**config.mk**
```make
export PLATFORM = sky130hd
export DESIGN_NAME = mem2axis_flat
export DESIGN_NICKNAME = d
export VERILOG_FILES = /design/src/rtl/mem2axis_pkg.sv /design/src/rtl/mem2axis_if.sv /design/src/rtl/mem2axis_skid.sv /design/src/rtl/mem2axis.sv /design/src/flat_wrapper.sv
export SDC_FILE = /design/constraint.sdc
export NUM_CORES = 1
export LEC_CHECK = 0
export BUFFER_PORTS_ARGS = -buffer_cell sky130_fd_sc_hd__buf_2
export CORE_MARGIN = 4
export CORE_UTILIZATION = 45
export DETAILED_ROUTE_END_ITERATION = 7
export PLACE_DENSITY = 0.72
export SLEW_MARGIN = 20
export SYNTH_ARGS = -nofsm -noshare
export SYNTH_HDL_FRONTEND = slang
export SYNTH_HIERARCHICAL = 1
export SYNTH_SLANG_ARGS = --single-unit
```
**constraint.sdc**
```tcl
create_clock -name clk -period 4.3 [get_ports clk]
set_input_delay 0.215 -clock clk [delete_from_list [all_inputs] [get_ports clk]]
set_output_delay 0.215 -clock clk [all_outputs]
set_load 0.1 [all_outputs]
```
**src/rtl/mem2axis_pkg.sv**
```systemverilog
// mem2axis_pkg: shared types and constants for the mem2axis frame transmitter.
//   state_t    - frame sequencer states
//   SKID_DEPTH - output buffer depth; also the bound on reads outstanding
//   len_ok()   - frame length legality check (1..depth)
package mem2axis_pkg;

  typedef enum logic [1:0] {
    IDLE  = 2'd0,
    RUN   = 2'd1,
    FLUSH = 2'd2
  } state_t;

  localparam int unsigned SKID_DEPTH = 2;

  function automatic logic len_ok(input int unsigned len, input int unsigned depth);
    return (len >= 1) && (len <= depth);
  endfunction

endpackage

```
**src/rtl/mem2axis_if.sv**
```systemverilog
// axis_if: minimal valid/ready stream bundle.
//   data[DW] - beat payload
//   vld      - beat valid (source)
//   last     - final beat of a frame (source)
//   rdy      - sink ready
// Modports: master/out (source side), slave (sink side).
interface axis_if #(
  parameter int unsigned DW = 32
) ();
  logic [DW-1:0] data;
  logic          vld;
  logic          last;
  logic          rdy;

  modport master (output data, output vld, output last, input rdy);
  modport out    (output data, output vld, output last, input rdy);
  modport slave  (input data, input vld, input last, output rdy);
endinterface

```
**src/rtl/mem2axis_skid.sv**
```systemverilog
// mem2axis_skid: 2-entry valid/ready buffer carrying DW data + last flag.
//   clk, rst  - clock, async active-high reset
//   push_i    - write data_i/last_i (caller guarantees space)
//   pop_i     - head consumed this cycle (caller guarantees vld_o)
//   flush_i   - discard all contents, including a same-cycle push
//   vld_o     - buffer non-empty; data_o/last_o show the head entry
//   occ_o     - current occupancy (0..2), used for read-issue gating
module mem2axis_skid
  import mem2axis_pkg::*;
#(
  parameter int unsigned DW = 32
) (
  input  logic          clk,
  input  logic          rst,
  input  logic          push_i,
  input  logic [DW-1:0] data_i,
  input  logic          last_i,
  input  logic          pop_i,
  input  logic          flush_i,
  output logic          vld_o,
  output logic [DW-1:0] data_o,
  output logic          last_o,
  output logic [1:0]    occ_o
);

  logic [DW-1:0] d0_q, d1_q;
  logic          l0_q, l1_q;
  logic [1:0]    occ_q;

  always_ff @(posedge clk or posedge rst) begin
    if (rst) begin
      d0_q  <= '0;
      d1_q  <= '0;
      l0_q  <= 1'b0;
      l1_q  <= 1'b0;
      occ_q <= '0;
    end else if (flush_i) begin
      occ_q <= '0;
    end else begin
      unique case ({push_i, pop_i})
        2'b10: begin
          if (occ_q == 2'd0) begin
            d0_q <= data_i;
            l0_q <= last_i;
          end else begin
            d1_q <= data_i;
            l1_q <= last_i;
          end
          occ_q <= occ_q + 2'd1;
        end
        2'b01: begin
          d0_q  <= d1_q;
          l0_q  <= l1_q;
          occ_q <= occ_q - 2'd1;
        end
        2'b11: begin
          // Occupancy unchanged; new entry goes behind whatever remains.
          if (occ_q == 2'd1) begin
            d0_q <= data_i;
            l0_q <= last_i;
          end else begin
            d0_q <= d1_q;
            l0_q <= l1_q;
            d1_q <= data_i;
            l1_q <= last_i;
          end
        end
        default: ;
      endcase
    end
  end

  assign vld_o  = (occ_q != 2'd0);
  assign data_o = d0_q;
  assign last_o = l0_q;
  assign occ_o  = occ_q;

endmodule

```
**src/rtl/mem2axis.sv**
```systemverilog
// mem2axis: frame transmitter. A DEPTH-word frame buffer loaded through a
// simple write port is streamed out as words 0..len-1 on start, with last on
// the final beat. One beat/cycle under continuous rdy; any backpressure.
//   clk, rst              - clock, async active-high reset
//   wr_en/wr_addr/wr_data - buffer write port (addr >= DEPTH ignored)
//   start/frame_len       - frame request, legal lengths 1..DEPTH
//   busy                  - frame in progress
//   done                  - one-cycle pulse after the final beat handshake
//   stream_out            - axis_if source port
//   loop                  - only with MEM2AXIS_LOOP_EN: restart the frame at
//                           the final handshake instead of finishing
module mem2axis
  import mem2axis_pkg::*;
#(
  parameter int unsigned DW     = 32,
  parameter int unsigned ADDR_W = 10,
  parameter int unsigned DEPTH  = 16
) (
  input  logic              clk,
  input  logic              rst,
  input  logic              wr_en,
  input  logic [ADDR_W-1:0] wr_addr,
  input  logic [DW-1:0]     wr_data,
  input  logic              start,
  input  logic [ADDR_W:0]   frame_len,
`ifdef MEM2AXIS_LOOP_EN
  input  logic              loop,
`endif
  output logic              busy,
  output logic              done,
  axis_if.out               stream_out
);

  localparam int unsigned LW = ADDR_W + 1;
  localparam int unsigned AW = (DEPTH > 1) ? $clog2(DEPTH) : 1;

  state_t        state_q, state_d;
  logic [LW-1:0] len_q, len_d;
  logic [LW-1:0] cnt_q, cnt_d, cnt_nx;
  logic          done_q, done_d;
  logic          rd_vld_q, rd_last_q;
  logic [DW-1:0] rd_data_q;
  logic [DW-1:0] mem_q [DEPTH];

  logic          issue, flush, room, pop, last_pop, cnt_is_last, wr_ok, loop_on;
  logic          skid_vld, skid_last;
  logic [DW-1:0] skid_data;
  logic [1:0]    skid_occ;

`ifdef MEM2AXIS_LOOP_EN
  assign loop_on = loop;
`else
  assign loop_on = 1'b0;
`endif

  assign wr_ok       = wr_en && ({1'b0, wr_addr} < LW'(DEPTH));
  assign pop         = skid_vld && stream_out.rdy;
  assign last_pop    = pop && skid_last;
  assign cnt_is_last = (cnt_q == (len_q - LW'(1)));
  // Count the beat leaving this cycle so a full pipeline still issues every
  // cycle; occupancy plus reads in flight never exceeds the buffer depth.
  assign room = (({1'b0, skid_occ} + {2'b0, rd_vld_q} - {2'b0, pop}) < 3'(SKID_DEPTH));

  // Block RAM: registered read, read-first on same-address collision, no reset.
  always_ff @(posedge clk) begin
    if (wr_ok) mem_q[wr_addr[AW-1:0]] <= wr_data;
    if (issue) rd_data_q <= mem_q[cnt_q[AW-1:0]];
  end

  always_ff @(posedge clk or posedge rst) begin
    if (rst) begin
      state_q   <= IDLE;
      len_q     <= '0;
      cnt_q     <= '0;
      done_q    <= 1'b0;
      rd_vld_q  <= 1'b0;
      rd_last_q <= 1'b0;
    end else begin
      state_q   <= state_d;
      len_q     <= len_d;
      cnt_q     <= cnt_d;
      done_q    <= done_d;
      rd_vld_q  <= issue;
      rd_last_q <= issue && cnt_is_last;
    end
  end

  always_comb begin
    state_d = state_q;
    len_d   = len_q;
    cnt_d   = cnt_q;
    cnt_nx  = cnt_q;
    done_d  = 1'b0;
    issue   = 1'b0;
    flush   = 1'b0;
    unique case (state_q)
      IDLE: begin
        if (start && len_ok(32'(frame_len), DEPTH)) begin
          len_d   = frame_len;
          cnt_d   = '0;
          state_d = RUN;
        end
      end
      RUN: begin
        if (room) begin
          issue = 1'b1;
          if (cnt_is_last) begin
            cnt_d   = '0;
            state_d = FLUSH;
          end else begin
            cnt_d = cnt_q + LW'(1);
          end
        end
      end
      FLUSH: begin
        // In FLUSH cnt_q counts speculative reads of the next pass (loop only);
        // anything queued behind the final beat belongs to that next pass.
        if (loop_on && (cnt_q != len_q) && room) begin
          issue  = 1'b1;
          cnt_nx = cnt_q + LW'(1);
        end
        cnt_d = cnt_nx;
        if (last_pop) begin
          if (loop_on) begin
            if (cnt_nx == len_q) begin
              cnt_d   = '0;
              state_d = FLUSH;
            end else begin
              state_d = RUN;
            end
          end else begin
            issue   = 1'b0;
            flush   = 1'b1;
            cnt_d   = '0;
            done_d  = 1'b1;
            state_d = IDLE;
          end
        end
      end
      default: state_d = IDLE;
    endcase
  end

  mem2axis_skid #(
    .DW (DW)
  ) u_skid (
    .clk     (clk),
    .rst     (rst),
    .push_i  (rd_vld_q),
    .data_i  (rd_data_q),
    .last_i  (rd_last_q),
    .pop_i   (pop),
    .flush_i (flush),
    .vld_o   (skid_vld),
    .data_o  (skid_data),
    .last_o  (skid_last),
    .occ_o   (skid_occ)
  );

  assign stream_out.vld  = skid_vld;
  assign stream_out.data = skid_data;
  assign stream_out.last = skid_last;
  assign busy            = (state_q != IDLE);
  assign done            = done_q;

endmodule

```
**src/flat_wrapper.sv**
```systemverilog
// flat-port wrapper written by rule: the top's interface ports become plain ports
module mem2axis_flat import mem2axis_pkg::*;
#(
  parameter int unsigned DW     = 32,
  parameter int unsigned ADDR_W = 10,
  parameter int unsigned DEPTH  = 16
)
  (clk, rst, wr_en, wr_addr, wr_data, start, frame_len, busy, done, stream_out_data, stream_out_vld, stream_out_last, stream_out_rdy);
  axis_if #(.DW(DW)) stream_out_i ();
  input  logic clk;
  input  logic rst;
  input  logic wr_en;
  input  logic [ADDR_W-1:0] wr_addr;
  input  logic [DW-1:0] wr_data;
  input  logic start;
  input  logic [ADDR_W:0] frame_len;
  output logic busy;
  output logic done;
  output wire logic [$bits(stream_out_i.data)-1:0] stream_out_data;
  output wire logic [$bits(stream_out_i.vld)-1:0] stream_out_vld;
  output wire logic [$bits(stream_out_i.last)-1:0] stream_out_last;
  input wire logic [$bits(stream_out_i.rdy)-1:0] stream_out_rdy;
  assign stream_out_data = stream_out_i.data;
  assign stream_out_vld = stream_out_i.vld;
  assign stream_out_last = stream_out_i.last;
  assign stream_out_i.rdy = stream_out_rdy;
  mem2axis #(.DW(DW), .ADDR_W(ADDR_W), .DEPTH(DEPTH)) u_core (.clk(clk), .rst(rst), .wr_en(wr_en), .wr_addr(wr_addr), .wr_data(wr_data), .start(start), .frame_len(frame_len), .busy(busy), .done(done), .stream_out(stream_out_i));
endmodule
```
==> reports/summary.txt, run 1 <==
RUN STATUS
--------------------------------------------------------------------------------------------
Result of the run                                                               finished, final reports clean

SYNTH
--------------------------------------------------------------------------------------------
Sequential-to-total area share from yosys stat                                         74.1%
Number of flops mapped to enable cells by yosys                                          544
Basic-gate share of the synthesized area counting and, or, nand and nor cells          2.65%
Proportion of synthesized area in mux cells                                            19.5%
Share of synthesized flip-flops with an asynchronous set or reset                      14.9%
Yosys Warn Count                                                                           6
Cell taking the most area after synthesis                                           edfxtp_1
Xor/xnor share of the synthesized area                                                0.555%
Biggest area contributors in the synthesized netlist                            edfxtp_1, mux4_2, dfrtp_1
Area of the mapped netlist                                                      0.0253 sq mm
Post-Syn Area per Cell                                                            21.6 sq um
Net count after synthesis                                                              1,234
Compound-gate portion of the synthesized area                                          1.37%
Area share of the leading cell type in the synthesized netlist                         64.7%
Largest family of logic cells by synthesized area                               multiplexers
Number of synthesized register bits                                                      639
Post-synthesis cell count                                                              1,169
Area share of fa/ha/maj cells after synthesis                                         0.377%
Post-synth cell types                                                                     61
Most frequently used flop master after synthesis                                    edfxtp_1

CLOCK TREE
--------------------------------------------------------------------------------------------
Clock latency on the worst-skew pair                                                 0.60 ns
Clk sinks                                                                                639
Clock slew at reported path FFs                                                      0.06 ns
Clock tree root buffer cell                                                        clkbuf_16
Clock tree buffer depth                                                                    3
Number of clock buffers inserted by TritonCTS                                             61
Post-cts sizing count                                                                      0
H-tree depth                                                                               2
CTS tree                                                                                 yes

SETUP PATH
--------------------------------------------------------------------------------------------
Arrival time at the worst endpoint                                                   4.16 ns
Max stage delay on crit path                                                         0.60 ns
Critical Setup Path Class                                                       flop to flop
Maximum fanout count along the critical path                                              11
Slowest stage cell, crit path                                                         nor2_1
Most prevalent standard cell on the critical path                                      inv_1
Critical-path cell list                                                         inv_1 -> ha_1 -> inv_1 -> and2_1 -> ha_1 -> inv_1 -> fa_1 -> xnor2_1 -> nor2_1 -> nand2_1 -> inv_1 -> or2_2 -> nor2_1 -> a22oi_1 -> o211ai_1
CP startpoint kind                                                                      flop
Required @ worst endpoint                                                            4.80 ns
Endpoint class of the critical path                                                     flop

PLACEMENT
--------------------------------------------------------------------------------------------
Routability Congestion                                                                 0.768
Cell area after placement                                                       0.0267 sq mm
Placed Cells incl. Taps                                                                1,976
Post-detailed-placement half-perimeter wirelength                                  26,400 um
IO Port Bufs                                                                              93

TIMING
--------------------------------------------------------------------------------------------
Setup-failing EPs final                                                                    0
Final total negative setup slack                                                        0 ns
Final count of pins violating max slew                                                     0
Hold Fails Final Rpt                                                                       0
Final period demand of the worst path                                                3.65 ns
Share of the cycle needed by the critical path after routing                           85.0%
Rel. slew slack                                                                        29.9%
RSZ-0062 raised after global routing                                                      no
Transition at the pin with the smallest max-transition slack                         1.05 ns
Upper clock frequency limit                                                          274 MHz
Final setup skew                                                                   0.0135 ns

FINISH
--------------------------------------------------------------------------------------------
Layout overhead on the synthesized area                                                14.9%
Number of filler instances in the final layout                                         4,265
Multi-input gate area                                                           0.00632 sq mm
Non-filler cells in the finished layout                                                2,129
Post-route cell area                                                            0.0290 sq mm
Fraction of final layout cells with drive strength greater than 1                      36.6%
Number of nets in the final layout                                                     1,396
Number of inserted diodes                                                                  0
FF/Latch Area                                                                   0.0187 sq mm

POWER
--------------------------------------------------------------------------------------------
Sequential Power Share                                                                 49.6%
Switch share                                                                           27.4%
Clock power frac                                                                       35.8%
Switching power summed over all nets                                                 3.85 mW
Pwr/cell area                                                                    484 mW/mm^2
Leakage power                                                                        9.75 nW
Cell internal pwr                                                                    10.2 mW
Combinational power share                                                              14.6%
Worst IR Drop VDD                                                                 0.000440 V

DETAILED ROUTING
--------------------------------------------------------------------------------------------
Detail Route Antenna Nets                                                                  0
Met2 routed WL                                                                     24,400 um
Vias per cell                                                                           5.61
Post-Route M1 WL                                                                   20,800 um
First DRT Iteration DRCs                                                               1,220
Detailed-routed wire length on met3                                                  3820 um
Number of detailed-routing iterations run before antenna repair                            4
Number of vias after detailed routing                                                 11,945
Total wire length                                                                  50,000 um
DRC violation count after routing                                                          0
Wire length per cell                                                                 23.5 um
Top layer in use                                                                        met5

FLOORPLAN
--------------------------------------------------------------------------------------------
Starting density of the core                                                           45.7%
# IOs                                                                                     94
Core area                                                                       0.0553 sq mm
Floorplan die area                                                              0.0600 sq mm
Height of the die                                                                     245 um
Die extent in x                                                                       245 um
Std-Cell Rows                                                                             86

WORST HOLD PATH
--------------------------------------------------------------------------------------------
Path type of the worst min-delay path                                           primary input to flop

RUN
--------------------------------------------------------------------------------------------
Max_cap viols                                                                              0

GLOBAL ROUTING
--------------------------------------------------------------------------------------------
Number of antenna violations at the first check in global routing                          3
First-pass GRT wire length                                                         76,700 um
GRT Residual Overflow                                                                      0
Number of global-route vias before repair                                             12,466
Overall track demand over capacity in global routing                                   16.8%
Pin count of the biggest net entering global routing                                      83

-- final timing paths --
| kind | endpoint | start | depth (start not counted) | slack, ns |
|---|---|---|---|---|
| setup reg to reg | u_core/cnt_q[4] | u_core/u_skid/occ_o[1] | 15 | 0.65 |
| hold reg to reg | u_core/state_q[0] | u_core/state_q[1] | 1 | 0.49 |
| setup / recovery | u_core/cnt_q[4] | u_core/u_skid/occ_o[1] | 15 | 0.65 |
| min in group asynchronous | u_core/u_skid/data_o[7] | rst | 3 | 0.18 |
| hold / removal | u_core/state_q[0] | frame_len[8] | 4 | 0.04 |
| max in group asynchronous | u_core/u_skid/d1_q[17] | rst | 4 | 3.13 |
-- layer usage --
| layer | global-route usage [%] | vias to the layer above |
|---|---|---|
| li1 | - | 5147 |
| met1 | 23.9 | 6300 |
| met2 | 27.2 | 418 |
| met3 | 3.22 | 76 |
| met4 | 4.25 | 4 |
| met5 | 0 | - |
-- Yosys cell counts, drive strengths merged, types with 2 or more instances --
cell	instances
or2	3
nand3	12
clkbuf	32
a221oi	2
o21ai	7
xor2	4
a21oi	3
and3	10
xnor2	12
or4b	3
o2111ai	6
mux2	104
o211ai	3
nor4	3
nor2b	4
ha	6
nand4	6
o31ai	2
a211oi	3
inv	13
edfxtp	544
a22oi	7
nand2b	6
mux4	160
a31oi	3
a311oi	2
buf	28
nor3	10
and2	8
a21boi	2
nand2	20
dfrtp	95
nor2	28
and4	3
-- power by group through the flow --
stage	clock network [mW]	registers [mW]	logic [mW]
2_1_floorplan	0	8.19	0.574
3_3_place_gp	0	7.10	2.00
3_5_place_dp	0	7.11	2.02
4_1_cts	5.15	6.98	2.06
5_1_grt	5.41	7.00	2.14
6_report	5.03	6.98	2.05
-- logic make-up after synthesis --
kind of cell / Yosys count
flip-flops: 639
buffers and inverters: 73
multiplexers: 265
AO/OA/AOI/OAI: 45
AND/OR/NAND/NOR: 124
adder cells (fa/ha/maj): 7
XOR/XNOR: 16
-- worst max-delay path, delay by kind of cell (launching register included) --
kind	cells	cell delay, ns
fa+ha+maj	3	0.82
buf+inv	4	0.38
simple gates	5	1.44
xor+xnor	1	0.16
flops	1	0.41
compound gates	2	0.37
-- through the flow --
stage	worst slack (ns)	total power, mW	util, %	hold WS [ns]
floorplan	0.00708	8.77	-	0.268
global placement	0.815	9.10	48.3	0.248
CTS	0.628	14.2	52.4	0.00223
global route	0.284	14.5	52.5	0.0722
finish	0.646	14.1	52.5	0.0428
detailed placement	0.636	9.13	48.3	0.246
-- cell type report --
type | count | share of cell area [%]
Sequential cell | 639 | 64.5
Multi-Input combinational cell | 457 | 21.8
Clock buffer | 70 | 5.38
Timing Repair Buffer | 159 | 3.87
Tap cell | 748 | 3.22
Clock inverter | 43 | 1.09
Inverter | 13 | 0.168
-- state kept, by name (all words and copies together) (netlist names) --
name,flops
u_core/u_skid/d1_q,32
u_core/len_q,11
u_core/u_skid/last_o,1
u_core/state_q,2
u_core/u_skid/data_o,32
u_core/mem_q,512
u_core/u_skid/l1_q,1
u_core/rd_last_q,1
u_core/done,1
u_core/rd_data_q,32
u_core/u_skid/occ_o,2
u_core/cnt_q,11
u_core/rd_vld_q,1
-- layout by cell type (no fill, tap or decap), types with 4 or more instances in the layout --
master,synthesis,final
nor3_2,0,4
clkinvlp_4,0,4
buf_4,6,23
nor2_1,27,15
nor2b_1,4,4
nand2_1,20,20
mux2_2,64,64
o21ai_0,7,7
xor2_1,4,4
a22oi_1,7,7
nor3_1,10,6
edfxtp_1,544,544
nand2b_1,6,6
mux2_4,40,40
clkinv_2,0,16
clkbuf_1,32,9
inv_1,13,11
buf_2,1,93
and3_1,10,10
nand4_1,6,6
and2_1,8,8
xnor2_1,12,12
bufinv_16,0,4
clkinv_1,0,16
ha_1,6,6
mux4_2,160,160
dlygate4sd3_1,0,39
clkbuf_16,0,61
nand3_1,12,12
nor2_4,0,13
o2111ai_1,5,5
dfrtp_1,95,91
-- repair_timing --
action,in CTS,in global routing
buffers inserted,0,0
hold buffers,39,0
endpoints found under the hold margin,565,0
(Power assumes the default switching activity.)
==> run 2, diff against run 1 <==
--- a/config.mk
+++ b/config.mk
@@ -9,7 +9,7 @@
 export CORE_MARGIN = 4
 export CORE_UTILIZATION = 45
 export DETAILED_ROUTE_END_ITERATION = 7
-export PLACE_DENSITY = 0.72
+export PLACE_DENSITY = 0.74
 export SLEW_MARGIN = 20
 export SYNTH_ARGS = -nofsm -noshare
 export SYNTH_HDL_FRONTEND = slang
==> constraint.sdc (replaced) <==
create_clock -name clk -period 3 [get_ports clk]
set_input_delay 0.15 -clock clk [delete_from_list [all_inputs] [get_ports clk]]
set_output_delay 0.15 -clock clk [all_outputs]
set_load 0.1 [all_outputs]
==> run 2 against run 1 <==
Net effect: wire length grew 6.7%; utilization rose by 1.4 points; sequential share of layout area decreased by 1.6 points; die area is the same; sequential power up 43%; maximum frequency grew 26%; via count grew 2.3%; highest routed layer unchanged; critical path type unchanged; total power up 46%.
==> reports/summary.txt, run 2 (synthesized netlist as in run 1, its figures left out) <==
CLOCK TREE
--------------------------------------------------------------------------------
Number of clock buffers inserted by TritonCTS                                 61
Clk sinks                                                                    639
Clock slew at reported path FFs                                          0.06 ns
H-tree depth                                                                   2
Clock tree buffer depth                                                        3
CTS tree                                                                     yes
Clock tree root buffer cell                                            clkbuf_16
Clock latency on the worst-skew pair                                     0.64 ns

SETUP PATH
--------------------------------------------------------------------------------
Endpoint class of the critical path                                         flop
Slowest stage cell, crit path                                               fa_2
Required @ worst endpoint                                                3.47 ns
CP startpoint kind                                                          flop
Critical-path cell list                                             inv_2 -> ha_4 -> clkinvlp_4 -> and2_4 -> ha_4 -> nor2b_4 -> fa_2 -> nor2_2 -> nand2_2 -> clkinvlp_4 -> or2_4 -> nand2b_4 -> o211ai_1 -> o211ai_1
Maximum fanout count along the critical path                                   9
Critical Setup Path Class                                           flop to flop
Arrival time at the worst endpoint                                       3.37 ns
Max stage delay on crit path                                             0.53 ns

TIMING
--------------------------------------------------------------------------------
Hold Fails Final Rpt                                                           0
Share of the cycle needed by the critical path after routing               96.6%
Final period demand of the worst path                                    2.90 ns
Final total negative setup slack                                            0 ns
Final setup skew                                                       0.0442 ns
Setup-failing EPs final                                                        0
RSZ-0062 raised after global routing                                         yes
Worst Hold Margin                                                       0.185 ns
Upper clock frequency limit                                              345 MHz
Transition at the pin with the smallest max-transition slack            0.974 ns
Final count of pins violating max slew                                         0
Rel. slew slack                                                            34.6%

POWER
--------------------------------------------------------------------------------
Overall Power                                                            20.6 mW
Pwr/cell area                                                        690 mW/mm^2
Leakage power                                                            10.0 nW
Worst IR Drop VDD                                                     0.000643 V

FINISH
--------------------------------------------------------------------------------
Post-route cell area                                                0.0298 sq mm
Number of nets in the final layout                                         1,431
Top library cells by usage in the layout, fill and taps aside       edfxtp_1, mux4_2, buf_2
Fraction of final layout cells with drive strength greater than 1          39.2%
Layout overhead on the synthesized area                                    17.9%
Non-filler cells in the finished layout                                    2,166
Flip-flop count of the largest register after layout                         512
Most common cell after layout, fill and taps aside                      edfxtp_1

PLACEMENT
--------------------------------------------------------------------------------
Routability Congestion                                                     0.793
Post-detailed-placement half-perimeter wirelength                      31,200 um
Cell area after placement                                           0.0273 sq mm
Placed Cells incl. Taps                                                    2,007
IO Port Bufs                                                                  93

GLOBAL ROUTING
--------------------------------------------------------------------------------
First-pass GRT wire length                                             81,200 um
Pin count of the biggest net entering global routing                          56
Overall track demand over capacity in global routing                       17.9%
GRT Residual Overflow                                                          0
Number of antenna violations at the first check in global routing              6
Number of global-route vias before repair                                 12,764

FLOORPLAN
--------------------------------------------------------------------------------
Std-Cell Rows                                                                 86
Floorplan die area                                                  0.0600 sq mm
# IOs                                                                         94
Height of the die                                                         245 um
Die extent in x                                                           245 um
Starting density of the core                                               45.7%
Core area                                                           0.0553 sq mm

DETAILED ROUTING
--------------------------------------------------------------------------------
Number of vias after detailed routing                                     12,215
Number of detailed-routing iterations run before antenna repair                5
Wire length per cell                                                     24.6 um
First DRT Iteration DRCs                                                   1,271
Detail Route Antenna Nets                                                      0
Vias per cell                                                               5.64
DRC violation count after routing                                              0
Total wire length                                                      53,400 um

RUN STATUS
--------------------------------------------------------------------------------
Result of the run                                                   finished, final reports clean

WORST HOLD PATH
--------------------------------------------------------------------------------
Path type of the worst min-delay path                               primary input to flop

RUN
--------------------------------------------------------------------------------
Max_cap viols                                                                  0

## run 2: changes by cell type in the layout (fill, tap and decap cells not counted), sizes merged
cell         change
buf             +32
clkbuf          +13
clkinv           -8
inv              -4
dlygate4sd3      +3
diode            +1
## run 2: per-layer routing
metal	global-route usage, %	part of all wire (%)
met5	0	0.086
met1	25.0	41
met3	3.59	7.1
met4	4.04	1.8
met2	29.7	50
## run 2: final timing paths
check | end | start | cells past startpoint | slack, ns
setup / recovery | u_core/cnt_q[4] | u_core/u_skid/occ_o[0] | 14 | 0.10
hold / removal | u_core/len_q[10] | frame_len[8] | 4 | 0.18
setup reg to reg | u_core/cnt_q[4] | u_core/u_skid/occ_o[0] | 14 | 0.10
hold reg to reg | u_core/state_q[0] | u_core/state_q[1] | 1 | 0.50
max in group asynchronous | u_core/u_skid/d1_q[12] | rst | 4 | 2.09
min in group asynchronous | u_core/done | rst | 3 | 0.21
## run 2: critical path: cells and delay by family (launching register included)
kind	cells	cell delay, ns
simple gates	6	0.78
flops	1	0.41
compound gates	2	0.34
buf+inv	3	0.27
fa+ha+maj	3	0.96
## run 2: repair_timing
| action | CTS | global route |
|---|---|---|
| hold buffers | 42 | 0 |
| endpoints found under the hold margin | 579 | 0 |
| setup buffers | 0 | 2 |
| setup endpoints to repair | 1 | 9 |
| pin swaps | 0 | 2 |
| resized for setup | 1 | 5 |
## run 2: final cells by class
class                      instances  area (sq um)
antenna                            1          2.50
clock buffer                      83          1670
clock inverter                    31           295
fill                            4139         25500
inverter                          13          56.3
multi-input combinational        457          6450
sequential                       639         18700
tap                              748           936
timing repair buffer             194          1650
## run 2: power breakdown
part	leakage [nW]	switching, mW	internal (mW)
clock	0.958	3.21	4.25
combinational	2.95	2.32	0.778
sequential	6.12	0.127	9.87
## run 2: per-stage QoR
step / setup slack [ns] / util, %
after global placement: 0.132 / 49.4
after global routing: -0.0506 / 53.8
after detailed placement: 0.0216 / 49.4
after floorplan: -0.872 / -
after CTS: 0.0158 / 53.8
final: 0.102 / 53.8
==> run 3, diff against run 2 <==
--- a/config.mk
+++ b/config.mk
@@ -13,5 +13,4 @@
 export SLEW_MARGIN = 20
 export SYNTH_ARGS = -nofsm -noshare
 export SYNTH_HDL_FRONTEND = slang
-export SYNTH_HIERARCHICAL = 1
 export SYNTH_SLANG_ARGS = --single-unit
==> run 3 against run 2 <==
Net effect: sequential share of layout area grew 0.82 points; worst hold slack lost 0.047 ns; synthesized area shrank 2.2%; cell area shrank 1.3%; critical path depth shrank 3.
==> reports/summary.txt, run 3 <==
RUN STATUS
--------------------------------------------------------------------------------
Result of the run                                                   finished, final reports clean

FINISH
--------------------------------------------------------------------------------
Final core occ                                                             54.3%
Top library cells by usage in the layout, fill and taps aside       edfxtp_1, mux4_2, buf_2
Number of filler instances in the final layout                             3,955
Most common cell after layout, fill and taps aside                      edfxtp_1
Multi-input gate area                                               0.00595 sq mm
Post-route cell area                                                0.0294 sq mm
Number of nets in the final layout                                         1,445
Layout overhead on the synthesized area                                    19.0%
FF/Latch Area                                                       0.0187 sq mm
Fraction of final layout cells with drive strength greater than 1          34.0%
Flip-flop count of the largest register after layout                         512

SETUP PATH
--------------------------------------------------------------------------------
Maximum fanout count along the critical path                                   7
Endpoint class of the critical path                                         flop
Critical-path cell list                                             inv_1 -> ha_2 -> nor2b_4 -> ha_4 -> nand2b_1 -> fa_1 -> xnor2_1 -> and3_4 -> or3_4 -> nand3_1 -> o311ai_2
Max stage delay on crit path                                             0.42 ns
Critical Setup Path Class                                           flop to flop
Arrival time at the worst endpoint                                       3.36 ns
Required @ worst endpoint                                                3.47 ns
CP startpoint kind                                                          flop
Slowest stage cell, crit path                                              or3_4

SYNTH
--------------------------------------------------------------------------------
Net count after synthesis                                                  1,247
Share of synthesized flip-flops with an asynchronous set or reset          14.9%
Area share of the leading cell type in the synthesized netlist             66.1%
Number of synthesized register bits                                          639
Biggest area contributors in the synthesized netlist                edfxtp_1, mux4_2, dfrtp_1
Cell taking the most area after synthesis                               edfxtp_1
Count leader, synth                                                     edfxtp_1
Post-synthesis cell count                                                  1,179
Commonest cells post-synth                                          edfxtp_1, mux4_2, dfrtp_1
Most frequently used flop master after synthesis                        edfxtp_1
Post-Syn Area per Cell                                                21.0 sq um
Number of flops mapped to enable cells by yosys                              544
Post-synth cell types                                                         51
Yosys Warn Count                                                               0
Area of the mapped netlist                                          0.0247 sq mm
Sequential-to-total area share from yosys stat                             75.8%

DETAILED ROUTING
--------------------------------------------------------------------------------
DRC violation count after routing                                              0
Total wire length                                                      51,200 um
Detail Route Antenna Nets                                                      0
First DRT Iteration DRCs                                                   1,358
Vias per cell                                                               5.76
Number of detailed-routing iterations run before antenna repair                5
Number of vias after detailed routing                                     12,246
Wire length per cell                                                     24.1 um

GLOBAL ROUTING
--------------------------------------------------------------------------------
Number of antenna violations at the first check in global routing              5
First-pass GRT wire length                                             79,400 um
Number of global-route vias before repair                                 12,661
Overall track demand over capacity in global routing                       17.5%
Pin count of the biggest net entering global routing                          67
GRT Residual Overflow                                                          0

FLOORPLAN
--------------------------------------------------------------------------------
Height of the die                                                         242 um
Starting density of the core                                               45.6%
# IOs                                                                         94
Die extent in x                                                           242 um
Core area                                                           0.0541 sq mm
Std-Cell Rows                                                                 85
Floorplan die area                                                  0.0587 sq mm

POWER
--------------------------------------------------------------------------------
Worst IR Drop VDD                                                     0.000615 V
Leakage power                                                            9.72 nW
Pwr/cell area                                                        822 mW/mm^2

PLACEMENT
--------------------------------------------------------------------------------
IO Port Bufs                                                                  93
Post-detailed-placement half-perimeter wirelength                      30,400 um
Cell area after placement                                           0.0268 sq mm
Routability Congestion                                                     0.781

TIMING
--------------------------------------------------------------------------------
Final period demand of the worst path                                    2.89 ns
Hold Fails Final Rpt                                                           0
Setup-failing EPs final                                                        0
RSZ-0062 raised after global routing                                          no
Rel. slew slack                                                            42.1%
Share of the cycle needed by the critical path after routing               96.2%
Upper clock frequency limit                                              347 MHz
Final setup skew                                                       0.0155 ns
Transition at the pin with the smallest max-transition slack            0.869 ns
Final count of pins violating max slew                                         0

CLOCK TREE
--------------------------------------------------------------------------------
Clock tree buffer depth                                                        3
Clock latency on the worst-skew pair                                     0.62 ns
Clock tree root buffer cell                                            clkbuf_16
Clock slew at reported path FFs                                          0.06 ns
CTS tree                                                                     yes
H-tree depth                                                                   2
Clk sinks                                                                    639
Number of clock buffers inserted by TritonCTS                                 61

WORST HOLD PATH
--------------------------------------------------------------------------------
Path type of the worst min-delay path                               primary input to flop

RUN
--------------------------------------------------------------------------------
Max_cap viols                                                                  0

==> run 3: cell types whose count changed after synthesis, moves of 9 or more <==
cell / delta
a22oi_1: +27
nor2_1: +28
mux2_4: -40
mux2_2: -28
nor2b_1: +9
clkbuf_1: +12
a21oi_1: +34
==> run 3: stage by stage <==
stage	power, mW	setup TNS (ns)	setup WS (ns)	instances	hold slack (ns)
finish	24.2	0	0.114	2126	0.138
global route	25.2	0	0.0164	2124	0.143
CTS	24.4	0	0.0363	2124	0.104
detailed placement	16.2	-0.0821	-0.0685	1970	0.284
global placement	16.1	0	0.0465	1970	0.276
floorplan	14.9	-65.03	-0.246	1179	0.249
==> run 3: worst max-delay path: cells and delay by family (launching register included) <==
| kind | cells | cell delay, ns |
|---|---|---|
| AND/OR/NAND/NOR | 5 | 1.11 |
| adder cells (fa/ha/maj) | 3 | 0.85 |
| flip-flops | 1 | 0.41 |
| XOR/XNOR | 1 | 0.15 |
| buffers and inverters | 1 | 0.11 |
| AO/OA/AOI/OAI | 1 | 0.11 |
==> run 3: power by group <==
part	internal [mW]	leakage, nW	switching (mW)
combinational	1.94	2.61	3.50
clock	4.87	1.05	3.22
sequential	10.2	6.06	0.403
==> run 3: worst paths after layout <==
| kind | start | endpoint | slack (ns) | cells after the start |
|---|---|---|---|---|
| min in group asynchronous | rst | u_core.u_skid.data_o[26] | 0.17 | 3 |
| max in group asynchronous | rst | u_core.u_skid.data_o[2] | 2.02 | 4 |
| worst min-delay path | frame_len[10] | u_core.len_q[9] | 0.14 | 5 |
| worst max-delay path | u_core.u_skid.occ_o[1] | u_core.cnt_q[9] | 0.11 | 11 |
| worst min register to register | u_core.u_skid.d1_q[31] | u_core.u_skid.d1_q[31] | 0.51 | 1 |
| worst max register to register | u_core.u_skid.occ_o[1] | u_core.cnt_q[9] | 0.11 | 11 |
==> run 3: area by class of cell <==
| type | instances | area share, % |
|---|---|---|
| flip-flops and latches | 639 | 63.7 |
| inverters | 10 | 0.136 |
| diodes | 2 | 0.0170 |
| clock buffers | 75 | 5.51 |
| repair buffers | 194 | 5.66 |
| well taps | 696 | 2.96 |
| clock inverters | 39 | 1.77 |
| multi-input cells | 471 | 20.2 |
==> run 3: kinds of logic after synthesis <==
group	synth area share [%]
flops	75.8
buf+inv	1.06
compound gates	2.83
simple gates	2.91
xor+xnor	0.638
fa+ha+maj	0.537
mux	16.3
==> run 3: timing repair <==
action	4_1_cts	5_1_grt
hold buffers	39	0
gates resized for setup	0	4
pin swaps	1	1
buffers inserted	1	0
cloned	0	0
endpoints found under the setup margin	7	10
endpoints found under the hold margin	568	0
==> run 3: routing by layer <==
metal | vias up | share of wire [%] | global-route usage, %
li1 | 5255 | - | -
met1 | 6469 | 41 | 24.9
met2 | 459 | 50 | 28.3
met3 | 61 | 7.5 | 3.81
met4 | 2 | 1.7 | 3.98
met5 | - | 0.025 | 0
